--- src/rtl/seq_scan_pkg.sv ---
// Shared types, default widths and the pattern-length mask helper for the scan controller.
package seq_scan_pkg;

  localparam int DATA_W_DEF    = 8;
  localparam int PAT_W_MAX_DEF = 8;
  localparam int CNT_W_DEF     = 16;
  localparam int LEN_W_DEF     = $clog2(PAT_W_MAX_DEF + 1);

  typedef enum logic [1:0] {
    IDLE  = 2'd0,
    WAIT  = 2'd1,
    SHIFT = 2'd2
  } state_e;

  // Low 'len' bits set; len is expected already clamped to PAT_W_MAX_DEF.
  function automatic logic [PAT_W_MAX_DEF-1:0] len_mask(input logic [LEN_W_DEF-1:0] len);
    logic [PAT_W_MAX_DEF-1:0] m;
    m = '0;
    for (int i = 0; i < PAT_W_MAX_DEF; i++) begin
      m[i] = (i < int'(len));
    end
    return m;
  endfunction

endpackage

--- src/rtl/seq_scan_ctrl_if.sv ---
// Word handshake between the producer and the scan controller.
// Ready is a registered state decode on the slave side, so there is no valid->ready path.
interface seq_scan_ctrl_if #(
  parameter int DATA_W = 8
) ();

  logic [DATA_W-1:0] data;
  logic              valid;
  logic              ready;

  modport master (output data, output valid, input  ready);
  modport slave  (input  data, input  valid, output ready);

endinterface

--- src/rtl/seq_det_core.sv ---
// Programmable bit-serial Mealy detector: match is combinational on the presented bit.
// History and bits-seen persist until clr_i, so patterns may straddle word boundaries.
module seq_det_core
  import seq_scan_pkg::*;
#(
  parameter  int PAT_W_MAX = PAT_W_MAX_DEF,
  localparam int LEN_W     = $clog2(PAT_W_MAX + 1)
) (
  input  logic                 clk_i,
  input  logic                 rst_n_i,
  input  logic                 clr_i,
  input  logic                 bit_vld_i,
  input  logic                 bit_i,
  input  logic [PAT_W_MAX-1:0] pat_i,
  input  logic [LEN_W-1:0]     len_i,
  output logic                 match_o
);

  logic [PAT_W_MAX-2:0] hist;
  logic [LEN_W-1:0]     seen;
  logic [LEN_W-1:0]     seen_incl;
  logic [PAT_W_MAX-1:0] window;
  logic [PAT_W_MAX-1:0] mask;

  // seen_incl counts the bit being presented, so a len-bit pattern can complete on its len-th bit.
  always_comb begin
    window    = {hist, bit_i};
    mask      = len_mask(len_i);
    seen_incl = (seen == LEN_W'(PAT_W_MAX)) ? seen : seen + 1'b1;
    match_o   = bit_vld_i && (len_i != '0) && (seen_incl >= len_i) &&
                ((window & mask) == (pat_i & mask));
  end

  always_ff @(posedge clk_i or negedge rst_n_i) begin
    if (!rst_n_i) begin
      hist <= '0;
      seen <= '0;
    end else if (clr_i) begin
      hist <= '0;
      seen <= '0;
    end else if (bit_vld_i) begin
      hist <= window[PAT_W_MAX-2:0];
      seen <= seen_incl;
    end
  end

endmodule

--- src/rtl/seq_scan_ctrl.sv ---
// Serialises handshaked words MSB-first into seq_det_core, counts matches, raises a sticky irq.
// One word per DATA_W+1 cycles; ready is low while shifting and in IDLE.
module seq_scan_ctrl
  import seq_scan_pkg::*;
#(
  parameter  int DATA_W    = DATA_W_DEF,
  parameter  int PAT_W_MAX = PAT_W_MAX_DEF,
  parameter  int CNT_W     = CNT_W_DEF,
  localparam int LEN_W     = $clog2(PAT_W_MAX + 1)
) (
  input  logic                 clk_i,
  input  logic                 rst_n_i,
  input  logic                 start_i,
  input  logic                 stop_i,
  input  logic [PAT_W_MAX-1:0] cfg_pat_i,
  input  logic [LEN_W-1:0]     cfg_len_i,
  input  logic [CNT_W-1:0]     cfg_thresh_i,
  seq_scan_ctrl_if.slave       s,
  output logic                 busy_o,
  output logic                 match_o,
  output logic [CNT_W-1:0]     match_cnt_o,
  output logic                 irq_o,
  input  logic                 irq_clr_i
);

  localparam int IDX_W = (DATA_W > 1) ? $clog2(DATA_W) : 1;

  state_e               state;
  logic [DATA_W-1:0]    shreg;
  logic [IDX_W-1:0]     bit_idx;
  logic [PAT_W_MAX-1:0] pat_q;
  logic [LEN_W-1:0]     len_q;
  logic [CNT_W-1:0]     thresh_q;
  logic                 ready_q;

  logic                 start_fire;
  logic                 bit_vld;
  logic                 core_match;
  logic                 irq_set;
  logic [LEN_W-1:0]     len_clamped;

  assign s.ready     = ready_q;
  assign start_fire  = (state == IDLE) && start_i && !stop_i;
  assign bit_vld     = (state == SHIFT);
  assign len_clamped = (cfg_len_i > LEN_W'(PAT_W_MAX)) ? LEN_W'(PAT_W_MAX) : cfg_len_i;

  // A saturated counter can never newly equal the threshold, so irq cannot re-fire there.
  assign irq_set = core_match && (match_cnt_o != '1) && (thresh_q != '0) &&
                   ((match_cnt_o + 1'b1) == thresh_q);

  seq_det_core #(
    .PAT_W_MAX (PAT_W_MAX)
  ) u_core (
    .clk_i     (clk_i),
    .rst_n_i   (rst_n_i),
    .clr_i     (start_fire),
    .bit_vld_i (bit_vld),
    .bit_i     (shreg[DATA_W-1]),
    .pat_i     (pat_q),
    .len_i     (len_q),
    .match_o   (core_match)
  );

  always_ff @(posedge clk_i or negedge rst_n_i) begin
    if (!rst_n_i) begin
      state       <= IDLE;
      shreg       <= '0;
      bit_idx     <= '0;
      pat_q       <= '0;
      len_q       <= '0;
      thresh_q    <= '0;
      ready_q     <= 1'b0;
      busy_o      <= 1'b0;
      match_o     <= 1'b0;
      match_cnt_o <= '0;
      irq_o       <= 1'b0;
    end else begin
      match_o <= core_match;
      if (core_match && (match_cnt_o != '1)) begin
        match_cnt_o <= match_cnt_o + 1'b1;
      end
      if (irq_set) begin
        irq_o <= 1'b1;
      end else if (irq_clr_i) begin
        irq_o <= 1'b0;
      end

      case (state)
        IDLE: begin
          if (start_fire) begin
            pat_q       <= cfg_pat_i;
            len_q       <= len_clamped;
            thresh_q    <= cfg_thresh_i;
            match_cnt_o <= '0;
            irq_o       <= 1'b0;
            state       <= WAIT;
            ready_q     <= 1'b1;
            busy_o      <= 1'b1;
          end
        end
        WAIT: begin
          if (stop_i) begin
            state   <= IDLE;
            ready_q <= 1'b0;
            busy_o  <= 1'b0;
          end else if (s.valid) begin
            shreg   <= s.data;
            bit_idx <= '0;
            state   <= SHIFT;
            ready_q <= 1'b0;
          end
        end
        SHIFT: begin
          // Any match on the bit presented this cycle is already counted above, even on stop.
          if (stop_i) begin
            state  <= IDLE;
            busy_o <= 1'b0;
          end else begin
            shreg   <= {shreg[DATA_W-2:0], 1'b0};
            bit_idx <= bit_idx + 1'b1;
            if (bit_idx == IDX_W'(DATA_W - 1)) begin
              state   <= WAIT;
              ready_q <= 1'b1;
            end
          end
        end
        default: begin
          state   <= IDLE;
          ready_q <= 1'b0;
          busy_o  <= 1'b0;
        end
      endcase
    end
  end

endmodule
--- src/flat_wrapper.sv ---
// flat-port wrapper written by rule: the top's interface ports become plain ports
module seq_scan_ctrl_flat import seq_scan_pkg::*;
#(
  parameter  int DATA_W    = DATA_W_DEF,
  parameter  int PAT_W_MAX = PAT_W_MAX_DEF,
  parameter  int CNT_W     = CNT_W_DEF,
  localparam int LEN_W     = $clog2(PAT_W_MAX + 1)
)
  (clk_i, rst_n_i, start_i, stop_i, cfg_pat_i, cfg_len_i, cfg_thresh_i, busy_o, match_o, match_cnt_o, irq_o, irq_clr_i, s_data, s_valid, s_ready);
  seq_scan_ctrl_if #(.DATA_W(DATA_W)) s_i ();
  input  logic clk_i;
  input  logic rst_n_i;
  input  logic start_i;
  input  logic stop_i;
  input  logic [PAT_W_MAX-1:0] cfg_pat_i;
  input  logic [LEN_W-1:0] cfg_len_i;
  input  logic [CNT_W-1:0] cfg_thresh_i;
  output logic busy_o;
  output logic match_o;
  output logic [CNT_W-1:0] match_cnt_o;
  output logic irq_o;
  input  logic irq_clr_i;
  input wire logic [$bits(s_i.data)-1:0] s_data;
  input wire logic [$bits(s_i.valid)-1:0] s_valid;
  output wire logic [$bits(s_i.ready)-1:0] s_ready;
  assign s_i.data = s_data;
  assign s_i.valid = s_valid;
  assign s_ready = s_i.ready;
  seq_scan_ctrl #(.DATA_W(DATA_W), .PAT_W_MAX(PAT_W_MAX), .CNT_W(CNT_W)) u_core (.clk_i(clk_i), .rst_n_i(rst_n_i), .start_i(start_i), .stop_i(stop_i), .cfg_pat_i(cfg_pat_i), .cfg_len_i(cfg_len_i), .cfg_thresh_i(cfg_thresh_i), .s(s_i), .busy_o(busy_o), .match_o(match_o), .match_cnt_o(match_cnt_o), .irq_o(irq_o), .irq_clr_i(irq_clr_i));
endmodule
--- config.mk ---
export PLATFORM = sky130hd
export DESIGN_NAME = seq_scan_ctrl_flat
export DESIGN_NICKNAME = d
export VERILOG_FILES = /design/src/rtl/seq_scan_pkg.sv /design/src/rtl/seq_scan_ctrl_if.sv /design/src/rtl/seq_det_core.sv /design/src/rtl/seq_scan_ctrl.sv /design/src/flat_wrapper.sv
export SDC_FILE = /design/constraint.sdc
export NUM_CORES = 1
export LEC_CHECK = 0
export ABC_AREA = 1
export BUFFER_PORTS_ARGS = -buffer_cell sky130_fd_sc_hd__buf_4
export CORE_MARGIN = 10
export CORE_UTILIZATION = 32
export CTS_BUF_LIST = sky130_fd_sc_hd__clkbuf_4 sky130_fd_sc_hd__clkbuf_8 sky130_fd_sc_hd__clkbuf_16
export DETAILED_ROUTE_END_ITERATION = 8
export PLACE_DENSITY = 0.48
export SLEW_MARGIN = 20
export SYNTH_ARGS = -nofsm -noshare
export SYNTH_HDL_FRONTEND = slang
export SYNTH_HIERARCHICAL = 1
export SYNTH_SLANG_ARGS = --single-unit
--- constraint.sdc ---
create_clock -name clk_i -period 6.4 [get_ports clk_i]
set_input_delay 0.96 -clock clk_i [delete_from_list [all_inputs] [get_ports clk_i]]
set_output_delay 0.96 -clock clk_i [all_outputs]
set_load 0.01 [all_outputs]
==> results.py <==
metrics = {
    "outcome": {
        "status": "complete, no violations",
    },
    "power": {
        "clkPwrFrac": 0.265,
        "vdd_drop_max_mv": 0.1456,
        "power.density_mw_per_mm2": 389.7,
        "switching_share": 0.3711,
        "p_leak_nw": 2.482,
        "intPower_w": 0.001238,
        "switchingPower_w": 0.0007303,
        "p_seq_frac": 0.389,
        "power_frac_comb": 0.346,
    },
    "critical_path": {
        "crit_type": "register to register",
        "crit_chain": "inv_1, ha_1, nand3_1, nand2_1, inv_1, ha_1, nand2_1, inv_1, nand3_1, nand3_1, nand3_1, nor2_2, inv_1, nor2_2, nand3_1, nor2_2, nand2_1, nor2_2, nand2_1, a21oi_2",
        "crit_buf_inv": 4,
        "crit_family": "simple AND/OR/NAND/NOR gates",
        "critical-path-slowest-cell": "nor2_2",
        "cp.required_ns": 6.66,
        "cp-start-kind": "register",
        "cp.arrival_ns": 3.54,
        "cpPeakStageDelay_ns": 0.75,
        "r2r_slack_ns": 3.12,
        "path_max_fanout": 25,
        "crit_path_end_kind": "register",
        "worst_path_most_repeated_cell": "nand3_1",
    },
    "final_layout": {
        "final_cell_count_no_fill": 772,
        "final_cell_mix": "nand2_1 (169), dfrtp_1 (72), buf_4 (62), inv_1 (56), nor2_1 (44)",
        "fin_nets": 650,
        "final_common_cell": "nand2_1",
        "areaGrowthSynthToFinish_pct": 22.67,
        "drive_above_1_share": 0.1733,
        "n_antenna_cell": 0,
        "finish.utilization": 0.4002,
    },
    "synthesis": {
        "synth-seq-cells": 72,
        "synth_area_mm2": 0.004116,
        "synth_cells": 537,
        "synth_fp_nets": 592,
        "ys_seq_area_frac": 0.4377,
        "ys_warn_count": 6,
        "avgSynthCellArea_um2": 7.666,
        "synth.distinct_cells": 35,
    },
    "die": {
        "die_h_um": 133.4,
        "dieArea_mm2": 0.01780,
        "start_util": 0.3262,
        "ios": 62,
        "fp.coreArea_mm2": 0.01262,
        "die_w_um": 133.4,
        "num_rows": 41,
    },
    "place": {
        "post-dp-hpwl_um": 7896,
        "post-place-cells": 756,
        "place_congestion": 0.8189,
        "place_ws_ns": 3.126,
        "port_buffers": 61,
    },
    "cts": {
        "post_cts_buffers": 0,
        "cts_root_buf": "clkbuf_16",
        "cts_tree": "built",
        "cts_buffers": 9,
        "clock_latency_ns": 0.34,
        "cts_max_path_buffers": 2,
        "post_cts_resized": 0,
        "ctsHtreeMaxLevel": 3,
        "clk_pin_slew_worst_paths_ns": 0.06,
        "numClockSinks": 72,
        "hold_buffers": 0,
    },
    "sta": {
        "layout_setup_ws_ns": 3.124,
        "drv_slew": 0,
        "max_slew_margin": 0.3591,
        "period_share": 0.5119,
        "fmax_mhz": 305.2,
        "worst_pin_slew_ns": 0.9603,
        "fin_skew_ns": 0.006636,
        "period_needed_ns": 3.276,
        "tns_ns": 0,
        "rsz0062_at_grt": "no",
        "hold_violations": 0,
        "setup_viol": 0,
    },
    "hold_path": {
        "hold_class": "register to register",
    },
    "flow_run": {
        "maxCapViolations": 0,
    },
    "detailed_routing": {
        "dr.pass1.iters": 4,
        "drc": 0,
        "routedWlPerCell_um": 14.05,
        "wirelength_um": 10840,
        "drt-vias-per-instance": 4.652,
        "drt_iter0_drc": 280,
        "ant_nets": 0,
        "num_vias": 3591,
    },
    "global_routing": {
        "grt_pass1_vias": 3689,
        "antenna_found_initial": 0,
        "grt_start_max_net_pins": 73,
        "track_usage": 0.1266,
        "grt_pass1_wl_um": 18400,
        "grt-ovfl-total": 0,
    },
}
==> cells by family after synthesis <==
group	count (synthesis)	share of synthesized area
flops	72	0.4377
xor+xnor	16	0.04134
simple gates	281	0.2957
buf+inv	76	0.07204
compound gates	79	0.1137
fa+ha+maj	13	0.03951
==> power groups by stage <==
stage                     clock network, W  logic [W]  registers, W
final                             0.000522   0.000681      0.000765
after CTS                         0.000537   0.000689      0.000770
after floorplan                          0   0.000500      0.000735
after detailed placement                 0   0.000687      0.000774
after global placement                   0   0.000671      0.000774
after global routing              0.000561   0.000793      0.000792
==> cells in the mapped netlist, drive strengths merged <==
cell | instances | area [µm²]
inv | 59 | 221.5
a31oi | 13 | 81.33
or2 | 2 | 12.51
nand2 | 174 | 670.6
o21a | 1 | 7.510
ha | 13 | 162.7
buf | 5 | 30.02
a211oi | 1 | 7.510
xor3 | 2 | 47.55
o21ai | 34 | 170.2
o21bai | 1 | 7.510
a22o | 3 | 26.28
o211ai | 1 | 7.510
xor2 | 10 | 87.58
nor2 | 57 | 270.3
o22ai | 10 | 81.33
dfrtp | 72 | 1802
a21oi | 15 | 78.83
nor3 | 1 | 5.000
nand3 | 34 | 170.2
clkbuf | 10 | 37.54
nand3b | 6 | 45.04
clkinv | 2 | 7.510
xnor2 | 4 | 35.03
nand4 | 7 | 43.79
==> flip-flops by register name, indices dropped and copies added, names as in the netlist <==
register / count
u_core/thresh_q: 16
u_core/busy_o: 1
u_core/shreg: 8
u_core/len_q: 4
u_core/pat_q: 8
u_core/s.ready: 1
u_core/match_cnt_o: 16
u_core/irq_o: 1
u_core/u_core/seen: 4
u_core/bit_idx: 3
u_core/match_o: 1
u_core/state: 2
u_core/u_core/hist: 7
==> area by class of cell <==
cell class | instances | area [µm²]
Multi-Input combinational cell | 389 | 2031
Clock inverter | 3 | 40.04
Fill cell | 1356 | 7570
Tap cell | 172 | 215.2
Clock buffer | 13 | 267.8
Sequential cell | 72 | 1802
Timing Repair Buffer | 62 | 465.4
Inverter | 61 | 229.0
==> worst register-to-register path: stages, from the launching register on <==
cell and delay, ns:
dfrtp_1 0.40, inv_1 0.13, ha_1 0.17, nand3_1 0.11, nand2_1 0.12, inv_1 0.05
ha_1 0.27, nand2_1 0.04, inv_1 0.06, nand3_1 0.06, nand3_1 0.08, nand3_1 0.08
nor2_2 0.17, inv_1 0.07, nor2_2 0.75, nand3_1 0.19, nor2_2 0.14, nand2_1 0.07
nor2_2 0.09, nand2_1 0.06, a21oi_2 0.10
==> per-stage QoR <==
step           area, µm²  hold WS, ns  power (W)
4_1_cts             5050       0.5063   0.001996
3_3_place_gp        4735       0.4874   0.001445
2_1_floorplan       4116       0.4631   0.001235
6_report            5050       0.5058   0.001968
5_1_grt             5050       0.5248   0.002145
3_5_place_dp        4742       0.4939   0.001461
==> path summary, 6_finish.rpt <==
kind,startpoint,endpoint,cells past startpoint
max,u_core/u_core/seen[0]$_DFFE_PN0P_,u_core/irq_o$_DFF_PN0_,20
min,u_core/pat_q[6]$_DFFE_PN0P_,u_core/pat_q[6]$_DFFE_PN0P_,2
max reg2reg,u_core/u_core/seen[0]$_DFFE_PN0P_,u_core/irq_o$_DFF_PN0_,20
min reg2reg,u_core/pat_q[6]$_DFFE_PN0P_,u_core/pat_q[6]$_DFFE_PN0P_,2
max in group asynchronous,rst_n_i,u_core/thresh_q[15]$_DFFE_PN0P_,1
min in group asynchronous,rst_n_i,u_core/shreg[0]$_DFFE_PN0P_,1
==> per-layer routing <==
| metal | routed length, µm | share of wire | track usage | up-vias |
|---|---|---|---|---|
| met4 | 180 | 0.017 | 0.05079 | 0 |
| li1 | - | - | - | 1841 |
| met5 | 0 | 0 | 0 | - |
| met3 | 546 | 0.050 | 0.03233 | 11 |
| met1 | 5425 | 0.50 | 0.1725 | 1663 |
| met2 | 4690 | 0.43 | 0.1864 | 76 |
No activity file was read; power rests on OpenSTA's default activity.
